--- src/rtl/flap_ctrl.sv ---
// rtl/flap_ctrl.sv - push-button flap conditioner: sync, debounce, edge detect, timed burst, cooldown
//
// Purpose:
//   Turns a raw, active-low push-button into timed flap bursts for the bird.
//   Each accepted press holds flap for FLAP_TICKS frame ticks, then locks out
//   further presses for COOLDOWN_TICKS frame ticks. flap is masked while the
//   bird is at or above the screen ceiling. Accepted presses are counted.
//
// Ports:
//   clk         in   1   system clock, all state on posedge
//   reset       in   1   asynchronous, active-low reset
//   key         in   1   raw push-button, asynchronous, active-low (0 = pressed)
//   tick        in   1   one-cycle frame-step strobe
//   enable      in   1   game running; 0 = no flaps accepted
//   bird_y0     in   N   bird top edge in pixels, 0 = top of screen
//   flap        out  1   1 = move up, 0 = fall
//   busy        out  1   1 while a burst or cooldown is in progress
//   flap_count  out  8   accepted flaps, saturating at 255

module flap_ctrl #(
   parameter int N              = 10,
   parameter int DEBOUNCE       = 4,
   parameter int FLAP_TICKS     = 8,
   parameter int COOLDOWN_TICKS = 4,
   parameter int CEIL_Y         = 8
) (
   input  logic         clk,
   input  logic         reset,
   input  logic         key,
   input  logic         tick,
   input  logic         enable,
   input  logic [N-1:0] bird_y0,
   output logic         flap,
   output logic         busy,
   output logic [7:0]   flap_count
);

   localparam int DW   = (DEBOUNCE > 1) ? $clog2(DEBOUNCE) : 1;
   localparam int TMAX = (FLAP_TICKS > COOLDOWN_TICKS) ? FLAP_TICKS : COOLDOWN_TICKS;
   localparam int TW   = $clog2(TMAX + 1);

   localparam logic [N-1:0]  CEIL      = N'(CEIL_Y);
   localparam logic [DW-1:0] DEB_LAST  = DW'(DEBOUNCE - 1);
   localparam logic [TW-1:0] FLAP_LOAD = TW'(FLAP_TICKS);
   localparam logic [TW-1:0] COOL_LOAD = TW'(COOLDOWN_TICKS);
   localparam logic [TW-1:0] ONE       = TW'(1);

   typedef enum logic [1:0] {
      IDLE = 2'd0,
      RISE = 2'd1,
      COOL = 2'd2
   } state_t;

   // ---------------------------------------------------------------
   // Synchroniser and debounce
   // ---------------------------------------------------------------
   // The sync FFs carry the raw (active-low) key level, so their reset
   // value of 1 is the released state; the pressed level is the inverse
   // of the second stage.
   logic          ks1;
   logic          ks2;
   logic          pressed;
   logic          db;
   logic          db_d;
   logic [DW-1:0] deb_cnt;
   logic          press_evt;

   assign pressed   = ~ks2;
   assign press_evt = db & ~db_d;

   always_ff @(posedge clk or negedge reset) begin
      if (!reset) begin
         ks1     <= 1'b1;
         ks2     <= 1'b1;
         db      <= 1'b0;
         db_d    <= 1'b0;
         deb_cnt <= '0;
      end else begin
         ks1  <= key;
         ks2  <= ks1;
         db_d <= db;
         if (pressed == db) begin
            deb_cnt <= '0;
         end else if (deb_cnt == DEB_LAST) begin
            // level has differed for DEBOUNCE consecutive edges: accept it
            db      <= pressed;
            deb_cnt <= '0;
         end else begin
            deb_cnt <= deb_cnt + 1'b1;
         end
      end
   end

   // ---------------------------------------------------------------
   // Burst / cooldown FSM
   // ---------------------------------------------------------------
   state_t        state;
   state_t        state_nxt;
   logic [TW-1:0] tick_cnt;
   logic [TW-1:0] tick_cnt_nxt;
   logic          count_inc;

   always_ff @(posedge clk or negedge reset) begin
      if (!reset) begin
         state      <= IDLE;
         tick_cnt   <= '0;
         flap_count <= 8'd0;
      end else begin
         state    <= state_nxt;
         tick_cnt <= tick_cnt_nxt;
         if (count_inc && (flap_count != 8'hFF)) begin
            flap_count <= flap_count + 8'd1;
         end
      end
   end

   // A tick arriving on the same cycle a press is accepted is not counted
   // toward the burst: IDLE ignores tick entirely.
   always_comb begin
      state_nxt    = state;
      tick_cnt_nxt = tick_cnt;
      count_inc    = 1'b0;
      if (!enable) begin
         state_nxt    = IDLE;
         tick_cnt_nxt = '0;
      end else begin
         case (state)
            IDLE: begin
               if (press_evt) begin
                  state_nxt    = RISE;
                  tick_cnt_nxt = FLAP_LOAD;
                  count_inc    = 1'b1;
               end
            end
            RISE: begin
               if (tick) begin
                  if (tick_cnt == ONE) begin
                     state_nxt    = COOL;
                     tick_cnt_nxt = COOL_LOAD;
                  end else begin
                     tick_cnt_nxt = tick_cnt - ONE;
                  end
               end
            end
            COOL: begin
               if (tick) begin
                  if (tick_cnt == ONE) begin
                     state_nxt    = IDLE;
                     tick_cnt_nxt = '0;
                  end else begin
                     tick_cnt_nxt = tick_cnt - ONE;
                  end
               end
            end
            default: begin
               state_nxt    = IDLE;
               tick_cnt_nxt = '0;
            end
         endcase
      end
   end

   // Ceiling masking only affects the output; the burst timer keeps running.
   always_comb begin
      flap = 1'b0;
      busy = 1'b0;
      flap = (state == RISE) && (bird_y0 > CEIL);
      busy = (state != IDLE);
   end

endmodule
--- config.mk ---
export PLATFORM = sky130hd
export DESIGN_NAME = flap_ctrl
export DESIGN_NICKNAME = d
export VERILOG_FILES = /design/src/rtl/flap_ctrl.sv
export SDC_FILE = /design/constraint.sdc
export NUM_CORES = 1
export LEC_CHECK = 0
export ABC_AREA = 1
export CELL_PAD_IN_SITES_DETAIL_PLACEMENT = 1
export CELL_PAD_IN_SITES_GLOBAL_PLACEMENT = 2
export CORE_ASPECT_RATIO = 0.75
export CORE_MARGIN = 2
export CORE_UTILIZATION = 25
export DETAILED_ROUTE_END_ITERATION = 16
export GPL_ROUTABILITY_DRIVEN = 0
export PLACE_DENSITY = 0.83
export REMOVE_ABC_BUFFERS = 1
export SLEW_MARGIN = 20
export SYNTH_ARGS = -nofsm -noshare
export SYNTH_HDL_FRONTEND = slang
export SYNTH_SLANG_ARGS = --single-unit
--- constraint.sdc ---
create_clock -name clk -period 1.5 [get_ports clk]
set_clock_uncertainty 0.15 [all_clocks]
set_input_delay 0.3 -clock clk [delete_from_list [all_inputs] [get_ports clk]]
set_output_delay 0.3 -clock clk [all_outputs]
set_load 0.02 [all_outputs]
==> results of run 1 <==
-- flip-flops by register name, indices dropped and copies added (netlist names) --
name / cells
db: 1
db_d: 1
state: 2
tick_cnt: 4
ks1: 1
deb_cnt: 2
flap_count: 8
ks2: 1
-- power breakdown --
| group | total (mW) | internal [mW] | switching, mW |
|---|---|---|---|
| registers | 0.854 | 0.712 | 0.142 |
| clock network | 0.545 | 0.356 | 0.189 |
| logic | 1.38 | 0.597 | 0.778 |
| total | 2.77 | 1.67 | 1.11 |
-- what timing repair did --
item                                    CTS  global route
cloned                                    0             1
pin swaps                                 3             7
gates resized for setup                  30            21
buffers inserted                          0             1
endpoints found under the setup margin   15            15
-- cells in the final DEF, fill, tap and decap left out, types with 4 or more instances in the layout --
| master | netlist | routed |
|---|---|---|
| dlymetal6s2s_1 | 0 | 6 |
| nand3b_1 | 4 | 4 |
| inv_1 | 21 | 19 |
| nand3_1 | 10 | 10 |
| buf_4 | 0 | 15 |
| dfrtp_1 | 18 | 17 |
| nor2_1 | 12 | 10 |
| nand2_1 | 51 | 47 |
| dlygate4sd2_1 | 0 | 11 |
| nand2_2 | 4 | 7 |
-- worst register-to-register path, stage by stage (launching register included) --
cell     delay [ps]
dfrtp_1         410
buf_6           140
nor2_4          130
nand2_2          70
nor2_4          140
nand2_4         120
inv_8            90
nand2_1          50
nand2_1          50
nand2_1          40
-- stage by stage --
| step | setup slack, ps | power [mW] | hold slack (ps) | TNS (ps) | util (%) |
|---|---|---|---|---|---|
| final | 8.21 | 2.77 | 156 | 0 | 38.8 |
| after global routing | -90.0 | 3.02 | 157 | -529 | 38.8 |
| after CTS | -179 | 2.72 | 162 | -179 | 37.3 |
| after detailed placement | -698 | 2.17 | 197 | -4420 | 35.8 |
| after global placement | -673 | 2.09 | 199 | -3900 | 35.8 |
| after floorplan | -47.9 | 1.60 | -146 | -223 | - |
-- routing by layer --
layer	routed length (µm)	share of wire (%)	GRT usage, %	up-vias
li1	-	-	-	560
met1	1440	48	15.7	531
met2	1420	47	20.2	17
met3	113	3.8	3.76	4
met4	38	1.3	3.13	0
met5	0	0	0	-
-- logic make-up (layout without fill, tap and decap cells) --
family                     after synthesis  in the layout
and+or+nand+nor                         91             91
xor gates and xnor gates                 3              3
DFF                                     20             20
adders and majority gates                4              4
AOI/OAI and AO/OA                       10             10
buffers and inverters                   23             68
-- final cells by class --
| class | count | area, µm² | area share (%) |
|---|---|---|---|
| tap | 57 | 71.3 | 4.14 |
| inverter | 22 | 90.1 | 5.22 |
| clock inverter | 1 | 30.0 | 1.74 |
| clock buffer | 3 | 41.3 | 2.39 |
| timing repair buffer | 41 | 388 | 22.5 |
| timing repair inverter | 1 | 6.26 | 0.363 |
| multi-input combinational | 108 | 593 | 34.4 |
| sequential | 20 | 504 | 29.2 |
-- worst min-delay path by stage --
stage                     startpoint    endpoint  slack, ps
after floorplan                reset          db       -150
after global placement           ks1         ks2        200
after detailed placement         ks1         ks2        200
after CTS                      reset  deb_cnt[1]        160
after global routing           reset        db_d        160
final                          reset        db_d        160
==> impl_metrics.ini, run 1 <==
[clock_network]
cts.clk_slew.worst_paths_ps = 80
cts_hold_buf = 0
clock_sinks = 20
clk_latency_ps = 260
cts_buffer_depth = 2
cts_tree = yes
cts.htree.levels = 1
cts_root_buffer = clkbuf_8
cts_buffers = 3

[worst_setup_path]
path_delay_family = simple AND/OR/NAND/NOR gates
worstReg2RegStart = state[0]
worst-endpoint-required_ps = 1510
r2r-end = flap_count[5]
timing.critical_path.to = flap_count[5]
cp.depth = 9
critPathLaunchType = flop
endpoint_kind = flop
worstSetupPathType = reg -> reg
worstSetupStartpoint = state[0]
slowest_delay_ps = 410
reg2regPathDepth = 9
ff2ff_setup_slack_ps = 8
crit_path_max_fanout = 7
path_cells = buf_6 -> nor2_4 -> nand2_2 -> nor2_4 -> nand2_4 -> inv_8 -> nand2_1 -> nand2_1 -> nand2_1
arrival_ps = 1500
cpMostUsedCell = nand2_1
path_buf_inv = 2
worst_path_max_delay_cell = dfrtp_1

[timing]
maxSlewViolCount = 0
finalWorstPathRequiredPeriod_ps = 1490
hold_viol = 0
tightest_slew_ps = 361
max_freq_mhz = 670
timing.final.crit_share_pct = 99.5
max_slew_margin_pct = 75.8
setup_viol = 0
rsz0062_at_grt = yes

[cells_and_area]
nNetsFinal = 216
drive_gt1_share_pct = 25.5
antenna_cells = 0
stdcell_area_mm2 = 0.00172
syn2layout_area_growth_pct = 50.1
layout.cells.non_filler = 253
fillers = 540

[yosys]
synthFlopType = dfrtp_1
syn_avg_cell_area_um2 = 7.61
yosysTopAreaCell = dfrtp_1
yosys-top-cells-area = dfrtp_1, nand2_1, inv_1
synth.most_common_cell = nand2_1
synth_top_family_by_area = simple AND/OR/NAND/NOR gates
synth_compound_area_share_pct = 4.58
synth_xor_area_share_pct = 2.29
ys_ff_latch = 20
yosys.area_share.simple_pct = 36.9
synth-seq-area-share_pct = 43.8
ys_warn_count = 0
synth_cells = 151
yosys.area.top_type_share_pct = 39.2
synth_edf_count = 0
async_flop_share_pct = 100
yosysUniqueCellTypes = 24
synth_fa_ha_area_share_pct = 4.36
syn_area_mm2 = 0.00115
synth_common_cells = nand2_1, inv_1, dfrtp_1, nor2_1, nand3_1
synth_mux_area_share_pct = 0

[floorplan]
die_w_um = 82.3
die-area_mm2 = 0.00516
io_pins = 25
row_count = 21
start_util_pct = 25.9
core_mm2 = 0.00444
die_y_um = 62.7

[global_route]
grt_pass1_wl_um = 4970
grt_pass1_vias = 1128
grt.total_usage_pct = 12.3
grt_max_degree = 15
antenna_found_initial = 0
grt_overflow = 0

[status]
outcome = complete, no violations

[pwr]
power_density_mw_per_mm2 = 1610
irDropWorstVdd_mv = 0.881
p_leak_nw = 0.949

[routing]
via_per_inst = 4.40
wire_per_inst_um = 11.9
wl_um = 3010
vias = 1112
drc_errors = 0
drtIter0Drc = 31
postRouteAntennaNets = 0
dr.pass1.iters = 4

[place]
io_buffers = 24
placed_cells = 247
dp_hpwl_um = 2390
place_area_mm2 = 0.00159

[worst_hold_path]
min_path_type = in -> async

[job]
cap_viol_max_count = 0
Power figures use the tool's default switching activity.
==> run 2, diff against run 1 <==
Settings changed: PLACE_DENSITY 0.83 to 0.79.
==> impl_metrics.ini, run 2 (synthesis results as in run 1) <==
[status]
outcome = complete, no violations

[worst_hold_path]
worstHoldStart = ks1
hold_depth = 0
min_path_type = reg -> reg
hold_end = ks2

[routing]
wire_per_inst_um = 12.0
vias = 1131
wl_um = 3100
dr.pass1.iters = 4
drc_errors = 0
drtIter0Drc = 25
postRouteAntennaNets = 0
via_per_inst = 4.37

[pwr]
power.clock.fraction_pct = 19.3
swShare_pct = 39.5
p_comb_share_pct = 51.1
internal_power_mw = 1.71
irDropWorstVdd_mv = 0.704
p_switching_mw = 1.12
power_density_mw_per_mm2 = 1600
seqPwrFrac_pct = 29.6
p_leak_nw = 1.01

[global_route]
grt_pass1_wl_um = 5040
grt_max_degree = 21
use_met1_pct = 16.1
top_usage_layer = met2
grt.total_usage_pct = 12.6
grt_pass1_vias = 1151
antenna_found_initial = 0
grt_overflow = 0
grt_util_met3_pct = 1.88
grt.met2_usage_pct = 21.3

[place]
io_buffers = 24
place_ws_ps = -666
dp_hpwl_um = 2390
placed_cells = 250

[timing]
max_freq_mhz = 669
rsz0062_at_grt = yes
maxSlewViolCount = 0
tightest_slew_ps = 262
layout_setup_ws_ps = 4.86
hold_viol = 0
timing.final.crit_share_pct = 99.7
setup_viol = 0
finalWorstPathRequiredPeriod_ps = 1500
max_slew_margin_pct = 82.5

[cells_and_area]
layout.cells.non_filler = 259
syn2layout_area_growth_pct = 53.8
largest-register = flap_count
nNetsFinal = 222
top_regs = flap_count (8), tick_cnt (4)
largest_register_ffs = 8
layout_commonest_cell = nand2_1
drive_gt1_share_pct = 26.2
antenna_cells = 0
fillers = 540
fin_util_pct = 39.8
final_cell_mix = nand2_1, buf_4, inv_1, dfrtp_1

[worst_setup_path]
worst-endpoint-required_ps = 1050
worstSetupPathType = reg -> out
arrival_ps = 1050
crit_path_max_fanout = 2
reg2regPathDepth = 9
critPathLaunchType = flop
worstReg2RegStart = flap_count[0]
endpoint_kind = primary output
r2r-end = flap_count[1]
ff2ff_setup_slack_ps = 20

[clock_network]
cts.htree.levels = 1
cts_tree = yes
cts.clk_slew.worst_paths_ps = 80
cts_buffer_depth = 2
clk_latency_ps = 260
clock_sinks = 20
cts_hold_buf = 0
cts_root_buffer = clkbuf_8
cts_buffers = 3

[floorplan]
die_y_um = 62.7
die_w_um = 82.3
start_util_pct = 25.9
die-area_mm2 = 0.00516
row_count = 21
io_pins = 25
core_mm2 = 0.00444

[job]
cap_viol_max_count = 0
run 2: cell count changes in the layout (fill, tap and decap cells not counted), sizes merged:
cell	delta
buf	+7
dlymetal6s2s	+4
inv	-1
clkdlybuf4s15	-2
dlygate4sd2	-2
run 2: layer usage:
layer | part of all wire, % | up-vias
met1 | 46 | 529
li1 | - | 573
met2 | 48 | 25
met5 | 0 | -
met3 | 5.1 | 4
met4 | 1.3 | 0
run 2: what timing repair did:
item | 4_1_cts | 5_1_grt
setup buffers | 0 | 5
pin swaps | 1 | 7
setup endpoints to repair | 14 | 15
gates resized for setup | 21 | 22
run 2: through the flow:
stage | hold WS, ps | TNS [ps] | total power, mW | area (µm²)
floorplan | -146 | -223 | 1.60 | 1140
global placement | 197 | -3160 | 2.17 | 1610
detailed placement | 204 | -3470 | 2.23 | 1610
CTS | 217 | -188 | 2.76 | 1670
global route | 218 | -500 | 3.08 | 1770
finish | 215 | 0 | 2.83 | 1770
run 2: area by class of cell:
| class | instances | area [µm²] | share of cell area (%) |
|---|---|---|---|
| multi-input cells | 108 | 588 | 33.3 |
| clock inverters | 1 | 30.0 | 1.70 |
| well taps | 57 | 71.3 | 4.04 |
| flip-flops and latches | 20 | 503 | 28.5 |
| inverters | 22 | 90.1 | 5.10 |
| repair buffers | 48 | 443 | 25.1 |
| clock buffers | 3 | 41.3 | 2.34 |
run 2: worst max-delay path, stage by stage (launching register included):
cell and delay [ps]:
dfrtp_1 380, inv_1 70, nand2_1 80, a21oi_2 110, buf_4 150
run 2: power by group through the flow:
stage | registers (mW) | logic [mW] | clock network [mW]
after floorplan | 0.913 | 0.688 | 0
after global placement | 0.840 | 1.33 | 0
after detailed placement | 0.850 | 1.38 | 0
after CTS | 0.839 | 1.36 | 0.565
after global routing | 0.864 | 1.62 | 0.594
final | 0.836 | 1.45 | 0.546
run 2: how the worst max path moves through the flow:
stage / cells after the start / end / startpoint / slack [ps]
after floorplan: 9 / flap_count[5] / flap_count[0] / -50
after global placement: 5 / flap / bird_y0[4] / -650
after detailed placement: 5 / flap / bird_y0[7] / -670
after CTS: 5 / flap / bird_y0[4] / -190
after global routing: 9 / flap_count[4] / state[0] / -80
final: 4 / flap / state[1] / 5
